==> src/rtl/reg_bank_writer.sv <==
// reg_bank_writer: write side of the RV32I integer register file.
//   Holds 32 architectural registers, decodes the write-back index into
//   per-register enables, and runs a bulk-initialisation sequencer that
//   writes one register per cycle (IDLE -> INIT x32 -> DONE -> IDLE).
// Ports:
//   clk, reset          rising-edge clock, synchronous active-high reset
//   write_enable/_address/_data  write-back request (accepted only in IDLE)
//   write_ready         high when a write request is accepted this cycle
//   init_start/init_value        bulk-initialisation request and fill value
//   init_busy           high while the sequencer walks the registers
//   init_done           single-cycle completion pulse
//   reg_values          flat registered contents, reg k at [k*WIDTH +: WIDTH]
// Optional macro REGBANK_WRITE_TRACE_EN adds last_write_address,
//   last_write_data and a saturating write_count for accepted writes.
module reg_bank_writer #(
  parameter int unsigned WIDTH    = 32,
  parameter int unsigned ZERO_REG = 1
) (
  input  logic                  clk,
  input  logic                  reset,
  input  logic                  write_enable,
  input  logic [4:0]            write_address,
  input  logic [WIDTH-1:0]      write_data,
  output logic                  write_ready,
  input  logic                  init_start,
  input  logic [WIDTH-1:0]      init_value,
  output logic                  init_busy,
  output logic                  init_done,
`ifdef REGBANK_WRITE_TRACE_EN
  output logic [4:0]            last_write_address,
  output logic [WIDTH-1:0]      last_write_data,
  output logic [15:0]           write_count,
`endif
  output logic [32*WIDTH-1:0]   reg_values
);

  localparam int unsigned NREGS = 32;
  localparam int unsigned AW    = 5;

  typedef enum logic [1:0] {
    ST_IDLE = 2'd0,
    ST_INIT = 2'd1,
    ST_DONE = 2'd2
  } state_e;

  state_e            state_q, state_d;
  logic [AW-1:0]     cnt_q, cnt_d;
  logic [WIDTH-1:0]  fill_q, fill_d;
  logic              ready_q, ready_d;
  logic              busy_q, busy_d;
  logic              done_q, done_d;

  logic [WIDTH-1:0]  regs_q [NREGS];
  logic [NREGS-1:0]  reg_we;
  logic [WIDTH-1:0]  reg_wdata;

  logic              zero_reg_en;
  assign zero_reg_en = (ZERO_REG != 0);

  // State register and registered status outputs.
  always_ff @(posedge clk) begin
    if (reset) begin
      state_q <= ST_IDLE;
      cnt_q   <= '0;
      fill_q  <= '0;
      ready_q <= 1'b1;
      busy_q  <= 1'b0;
      done_q  <= 1'b0;
    end else begin
      state_q <= state_d;
      cnt_q   <= cnt_d;
      fill_q  <= fill_d;
      ready_q <= ready_d;
      busy_q  <= busy_d;
      done_q  <= done_d;
    end
  end

  // Next-state, write decode and next status outputs.
  always_comb begin
    state_d   = state_q;
    cnt_d     = cnt_q;
    fill_d    = fill_q;
    reg_we    = '0;
    reg_wdata = '0;
    unique case (state_q)
      ST_IDLE: begin
        if (write_enable) begin
          // x0 stays zero when hardwired; other registers take the write.
          if (!(zero_reg_en && (write_address == AW'(0)))) begin
            reg_we[write_address] = 1'b1;
          end
          reg_wdata = write_data;
        end
        if (init_start) begin
          state_d = ST_INIT;
          cnt_d   = '0;
          fill_d  = init_value;
        end
      end
      ST_INIT: begin
        reg_we[cnt_q] = 1'b1;
        reg_wdata     = (zero_reg_en && (cnt_q == AW'(0))) ? '0 : fill_q;
        cnt_d         = AW'(cnt_q + AW'(1));
        if (cnt_q == AW'(NREGS - 1)) begin
          state_d = ST_DONE;
        end
      end
      ST_DONE: begin
        state_d = ST_IDLE;
      end
      default: begin
        state_d = ST_IDLE;
      end
    endcase
    ready_d = (state_d == ST_IDLE);
    busy_d  = (state_d == ST_INIT);
    done_d  = (state_d == ST_DONE);
  end

  // Register array; at most one enable is set per cycle.
  always_ff @(posedge clk) begin
    for (int k = 0; k < int'(NREGS); k++) begin
      if (reset) begin
        regs_q[k] <= '0;
      end else if (reg_we[k]) begin
        regs_q[k] <= reg_wdata;
      end
    end
  end

  for (genvar g = 0; g < int'(NREGS); g++) begin : g_flat
    assign reg_values[g*WIDTH +: WIDTH] = regs_q[g];
  end

  assign write_ready = ready_q;
  assign init_busy   = busy_q;
  assign init_done   = done_q;

`ifdef REGBANK_WRITE_TRACE_EN
  logic [AW-1:0]    last_addr_q;
  logic [WIDTH-1:0] last_data_q;
  logic [15:0]      count_q;
  logic             accepted;

  // Accepted writes include suppressed writes to a hardwired x0.
  assign accepted = (state_q == ST_IDLE) && write_enable;

  always_ff @(posedge clk) begin
    if (reset) begin
      last_addr_q <= '0;
      last_data_q <= '0;
      count_q     <= '0;
    end else if (accepted) begin
      last_addr_q <= write_address;
      last_data_q <= write_data;
      if (count_q != 16'hFFFF) begin
        count_q <= 16'(count_q + 16'd1);
      end
    end
  end

  assign last_write_address = last_addr_q;
  assign last_write_data    = last_data_q;
  assign write_count        = count_q;
`endif

endmodule
==> config.mk <==
export PLATFORM = sky130hd
export DESIGN_NAME = reg_bank_writer
export DESIGN_NICKNAME = d
export VERILOG_FILES = /design/src/rtl/reg_bank_writer.sv
export SDC_FILE = /design/constraint.sdc
export NUM_CORES = 1
export LEC_CHECK = 0
export BUFFER_PORTS_ARGS = -buffer_cell sky130_fd_sc_hd__buf_2
export CELL_PAD_IN_SITES_DETAIL_PLACEMENT = 1
export CELL_PAD_IN_SITES_GLOBAL_PLACEMENT = 1
export CORE_AREA = 2 2 431 433
export CTS_BUF_LIST = sky130_fd_sc_hd__clkbuf_16
export DETAILED_ROUTE_END_ITERATION = 10
export DIE_AREA = 0 0 433 435
export PLACE_DENSITY = 0.44
export SYNTH_ARGS = -nofsm -noshare
export SYNTH_HDL_FRONTEND = slang
export SYNTH_SLANG_ARGS = --single-unit
==> constraint.sdc <==
create_clock -name clk -period 3.5 [get_ports clk]
set_input_delay 0.525 -clock clk [delete_from_list [all_inputs] [get_ports clk]]
set_output_delay 0.525 -clock clk [all_outputs]
set_load 0.02 [all_outputs]
==> results of run 1 <==
[layer usage]
layer,up-vias,part of all wire,global-route usage
li1,12400,-,-
met1,15300,0.38,0.238
met2,1090,0.52,0.370
met3,302,0.062,0.0517
met4,4,0.043,0.0819
met5,-,0.00010,0
[power breakdown]
| group | internal [uW] | leakage (uW) | switching (uW) |
|---|---|---|---|
| clock network | 7690 | 0.00211 | 5670 |
| logic | 683 | 0.00697 | 2410 |
| registers | 14500 | 0.0109 | 162 |
| total | 22800 | 0.0200 | 8240 |
[path summary, 6_finish.rpt]
kind | slack, ns | start | end
worst max register to register | 0.24 | state_q[0]$_SDFF_PP0_ | regs_q[1][421]$_SDFFCE_PN0P_
worst max-delay path | 0.24 | state_q[0]$_SDFF_PP0_ | regs_q[1][421]$_SDFFCE_PN0P_
worst min register to register | 0.49 | fill_q[8]$_SDFFE_PP0P_ | fill_q[8]$_SDFFE_PP0P_
worst min-delay path | 0.08 | init_value[31] | fill_q[31]$_SDFFE_PP0P_
[placed cells by master (no fill, tap or decap), types with 2 or more instances in the layout]
master            n
a22oi_1           2
inv_1            31
ha_1              5
o21bai_1          2
buf_4           130
a21oi_1          36
nor4b_4           2
buf_12           47
nor3b_1           3
nor3_1          973
dlygate4sd3_1    32
and4_1            2
and3b_1           7
clkinv_1         29
nand2_1          65
conb_1           32
nand2b_1          8
buf_2          1098
and4b_1           4
diode_2           9
a32oi_4          34
edfxtp_1       1024
clkinv_8          4
bufinv_16         8
nand2b_2         25
clkbuf_16       138
clkinv_2         11
clkinvlp_4        4
nor3_2           20
and3_1            2
a22oi_2          29
dfxtp_1          42
nor2_1            6
[final cells by class]
type                       instances  area share
multi-input combinational       1277       0.142
antenna                            9    0.000415
timing repair buffer            1308       0.143
inverter                           2    0.000138
clock buffer                     138      0.0636
tap                             2480      0.0571
clock inverter                    89      0.0124
sequential                      1066       0.582
[timing repair]
action / 4_1_cts / 5_1_grt
buffers inserted: 0 / 0
hold endpoints to repair: 32 / 0
hold buffers: 32 / 0
[flip-flops by register name (all words and copies together) (netlist names)]
name         count
init_busy        1
cnt_q            5
init_done        1
fill_q          32
regs_q        1024
state_q          2
write_ready      1
[worst min-delay path: stages]
cell     delay (ns)
buf_2          0.10
nand2_1        0.12
a21oi_1        0.08
[stage by stage]
stage | power [uW] | hold WS [ns] | TNS, ns | setup slack (ns) | instances
floorplan | 16400 | 0.437 | 0 | 0.924 | 2683
global placement | 18000 | 0.482 | 0 | 0.000640 | 6101
detailed placement | 18000 | 0.485 | -0.704 | -0.0402 | 6101
CTS | 31500 | 0.00312 | 0 | 0.273 | 6360
global route | 32000 | 0.0642 | 0 | 0.160 | 6366
finish | 31100 | 0.0825 | 0 | 0.239 | 6369
[cell families (layout without fill, tap and decap cells)]
family	count (synthesis)	after routing
AND/OR/NAND/NOR	1134	1134
flip-flops	1066	1066
buffers and inverters	340	1537
AO/OA/AOI/OAI	106	106
adder cells (fa/ha/maj)	5	5
other	1	41
==> flow_summary.yaml, run 1 <==
timing:
  setup_viol: 0
  hold_viol_final: 0
  fmaxAchievable_mhz: 307
  slew_viol_final: 0
  period_share: 0.932
  min_period_ns: 3.26
  skew_ns: 0.0361
  slew_headroom: 0.218
  worst_pin_slew_ns: 1.16
  rsz0062_at_grt: "no"
pwr:
  p_leak_uw: 0.0200
  power_density_nw_per_um2: 572
  peakVddDrop_v: 0.000413
setup_path:
  crit_family: "simple AND/OR/NAND/NOR gates"
  critPathSlowestCell: "nor4bb_2"
  cp-start-kind: "flop"
  worst-path-buf-inv: 1
  crit_fanout: 27
  worstSetupEndpointType: "flop"
  cp_slowest_stage_delay_ns: 1.05
  arrival_ns: 3.67
  worstSetupPathType: "reg -> reg"
  critPathRequiredTime_ns: 3.91
  cp_num_cells: 4
  r2r_cells: 4
  cp_cell_sequence: "nor4bb_2 > a22oi_2 > nand2b_2 > buf_4"
synthesis:
  yosys.area_share.simple: 0.144
  syn_avg_cell_area_um2: 15.4
  synth_compound_area_frac: 0.0323
  yosys.area_share.adder: 0.00153
  syn_inst: 2652
  synthMuxAreaShare: 0
  synth_enable_flop_cells: 1024
  synth-xor-area-share: 0
  yosys.area.top_type: "edfxtp_1"
  synth_top_family_by_area: "simple AND/OR/NAND/NOR gates"
  synth_ff_type: "edfxtp_1"
  postSynth.asyncResetShare: 0
  synth_seq_cells: 1066
  synth_top_area_share: 0.751
  synth.area.top_cells: "edfxtp_1 75%, nor3_1 12%, buf_6 2.6%"
  syn-cell-area_um2: 40900
  ys_top_cells_by_count: "1,024 x edfxtp_1, 973 x nor3_1, 208 x clkbuf_1"
  ys_types: 44
  ys_seq_area_frac: 0.772
  ys.warnings.count: 0
  synth_most_common_cell: "edfxtp_1"
global_route:
  grt_antenna_before_repair: 30
  track_usage: 0.208
  grt_pass1_wl_um: 267000
  grt_start_max_net_pins: 153
  first_global_vias: 29200
  overflow: 0
layout:
  finalInstanceArea_um2: 54300
  regArea_um2: 31600
  area_growth_pct: 32.7
  final_nets: 3865
  drive_above_1_share: 0.403
  fin_util: 0.295
  multiInputGateArea_um2: 7710
  num-fill-cells: 19900
worst_hold_path:
  min_path_cells: 3
  hp-class: "in -> reg"
die:
  io_pins: 1100
  core_um2: 184000
  dieArea_um2: 188000
  die_height_um: 435
  row_count: 158
  start_util: 0.222
  die_w_um: 433
clock_tree:
  cts_buffers: 132
  clk_latency_ns: 0.79
  clk_path_buf_depth: 3
  cts.repair.resized: 0
  clk_pin_slew_ns: 0.06
  cts-root-buf: "clkbuf_16"
  cts_tree: "built"
  htree_levels: 4
  cts.sinks: 1066
detailed_routing:
  drtIter0Drc: 2150
  num_vias: 29100
  wl_per_cell_um: 31.6
  drt_first_pass_iters: 5
  drc: 0
  drt-total-wl_um: 201000
  ant_nets: 0
  vias_per_cell: 4.57
place:
  hpwl_um: 137000
  portBuffers: 1099
  place.gp.congestion: 0.778
  dpl_cell_area_um2: 49800
job:
  cap_violations: 0
run_status:
  status: "finished clean"
Power figures use the tool's default switching activity.
==> run 2: changes to the inputs <==
- GPL_ROUTABILITY_DRIVEN: not set -> 1
- RECOVER_POWER: not set -> 50
==> flow_summary.yaml, run 2 (synthesis results as in run 1) <==
die:
  dieArea_um2: 188000
  core_um2: 184000
  start_util: 0.222
  die_w_um: 433
  die_height_um: 435
  io_pins: 1100
  row_count: 158
detailed_routing:
  drc: 0
  vias_per_cell: 4.58
  wl_per_cell_um: 31.7
  drt-total-wl_um: 202000
  drt_first_pass_iters: 5
  drtIter0Drc: 2135
  ant_nets: 0
  num_vias: 29200
clock_tree:
  clk_path_buf_depth: 3
  cts_buffers: 132
  htree_levels: 4
  clk_latency_ns: 0.79
  cts.sinks: 1066
  cts-root-buf: "clkbuf_16"
  cts.repair.resized: 0
  clk_pin_slew_ns: 0.06
  cts_tree: "built"
timing:
  period_share: 0.927
  slew_headroom: -0.199
  slew_viol_final: 32
  whs_ns: 0.0805
  fmaxAchievable_mhz: 308
  hold_viol_final: 0
  worst_pin_slew_ns: 1.80
  rsz0062_at_grt: "no"
  skew_ns: 0.0359
  min_period_ns: 3.24
  setup_viol: 0
pwr:
  pwr-share-seq: 0.473
  internal_power_uw: 22700
  combPwrFrac: 0.094
  p_sw_frac: 0.267
  switching_power_uw: 8240
  power_density_nw_per_um2: 587
  peakVddDrop_v: 0.000413
  p_leak_uw: 0.0165
  clkPwrFrac: 0.432
setup_path:
  critPathRequiredTime_ns: 3.91
  worstSetupPathType: "reg -> reg"
  crit_fanout: 27
  arrival_ns: 3.66
  cp-start-kind: "flop"
  worstSetupEndpointType: "flop"
run_status:
  violations: "capacitance limit, slew limit"
  status: "complete, but fails checks"
worst_hold_path:
  hp-class: "in -> reg"
place:
  portBuffers: 1099
  hpwl_um: 137000
  place.gp.congestion: 0.778
  dpl_cell_area_um2: 49800
global_route:
  grt_antenna_before_repair: 30
  overflow: 0
  track_usage: 0.208
  grt_start_max_net_pins: 153
  first_global_vias: 29200
  grt_pass1_wl_um: 267000
layout:
  finalInstanceArea_um2: 52600
  area_growth_pct: 28.6
  drive_above_1_share: 0.129
  largest_reg_flops: 1024
  largestRegisters: "regs_q x1024, fill_q x32, cnt_q x5"
  top_register: "regs_q"
  final_nets: 3865
  final_cell_mix: "1,035 x clkbuf_1, 1,024 x edfxtp_1, 974 x nor3_1, 138 x clkbuf_16, 105 x buf_4"
  mostFrequentLayoutCell: "clkbuf_1"
job:
  cap_violations: 1
run 2: final timing paths:
path | end | start | cells past startpoint | slack (ns)
max | regs_q[1][421]$_SDFFCE_PN0P_ | state_q[0]$_SDFF_PP0_ | 4 | 0.26
min | fill_q[31]$_SDFFE_PP0P_ | init_value[31] | 3 | 0.08
max reg2reg | regs_q[1][421]$_SDFFCE_PN0P_ | state_q[0]$_SDFF_PP0_ | 4 | 0.26
min reg2reg | fill_q[29]$_SDFFE_PP0P_ | fill_q[29]$_SDFFE_PP0P_ | 2 | 0.46
run 2: layout make-up:
cell class | count | area [um^2]
antenna | 7 | 17.5
clock buffer | 138 | 3450
clock inverter | 89 | 676
fill | 20200 | 131000
inverter | 2 | 7.51
multi-input combinational | 1277 | 7480
sequential | 1066 | 31600
tap | 2480 | 3100
timing repair buffer | 1308 | 6310
run 2: repair_timing:
action	CTS	global route
hold endpoints to repair	32	0
setup buffers	0	0
hold buffers	32	0
run 2: power groups by stage:
| stage | Clock (uW) | Sequential, uW | Combinational, uW |
|---|---|---|---|
| finish | 13400 | 14600 | 2910 |
| floorplan | 0 | 15500 | 874 |
| detailed placement | 0 | 14900 | 3130 |
| CTS | 13700 | 14600 | 3170 |
| global placement | 0 | 14900 | 3140 |
| global route | 14100 | 14700 | 3040 |
run 2: routing by layer:
layer / part of all wire / routed length (um) / vias up / global-route usage
li1: - / - / 12400 / -
met1: 0.38 / 76500 / 15400 / 0.238
met2: 0.52 / 104000 / 1044 / 0.370
met3: 0.061 / 12300 / 335 / 0.0517
met4: 0.044 / 8850 / 4 / 0.0819
met5: 0.00010 / 21 / - / 0
run 2: per-stage QoR:
step                      power, uW  cells  worst slack (ns)  utilization  TNS (ns)
after floorplan               16400   2683             0.924            -         0
after global placement        18000   6101          0.000640        0.271         0
after detailed placement      18000   6101           -0.0402        0.271    -0.704
after CTS                     31500   6360             0.273        0.295         0
after global routing          31800   6366            0.0819        0.286         0
final                         30900   6367             0.256        0.286         0
run 2: critical path: stages (launching register included):
cell,delay (ns)
dfxtp_1,0.50
nor4bb_2,1.03
a22oi_2,0.49
nand2b_2,0.30
buf_4,0.48
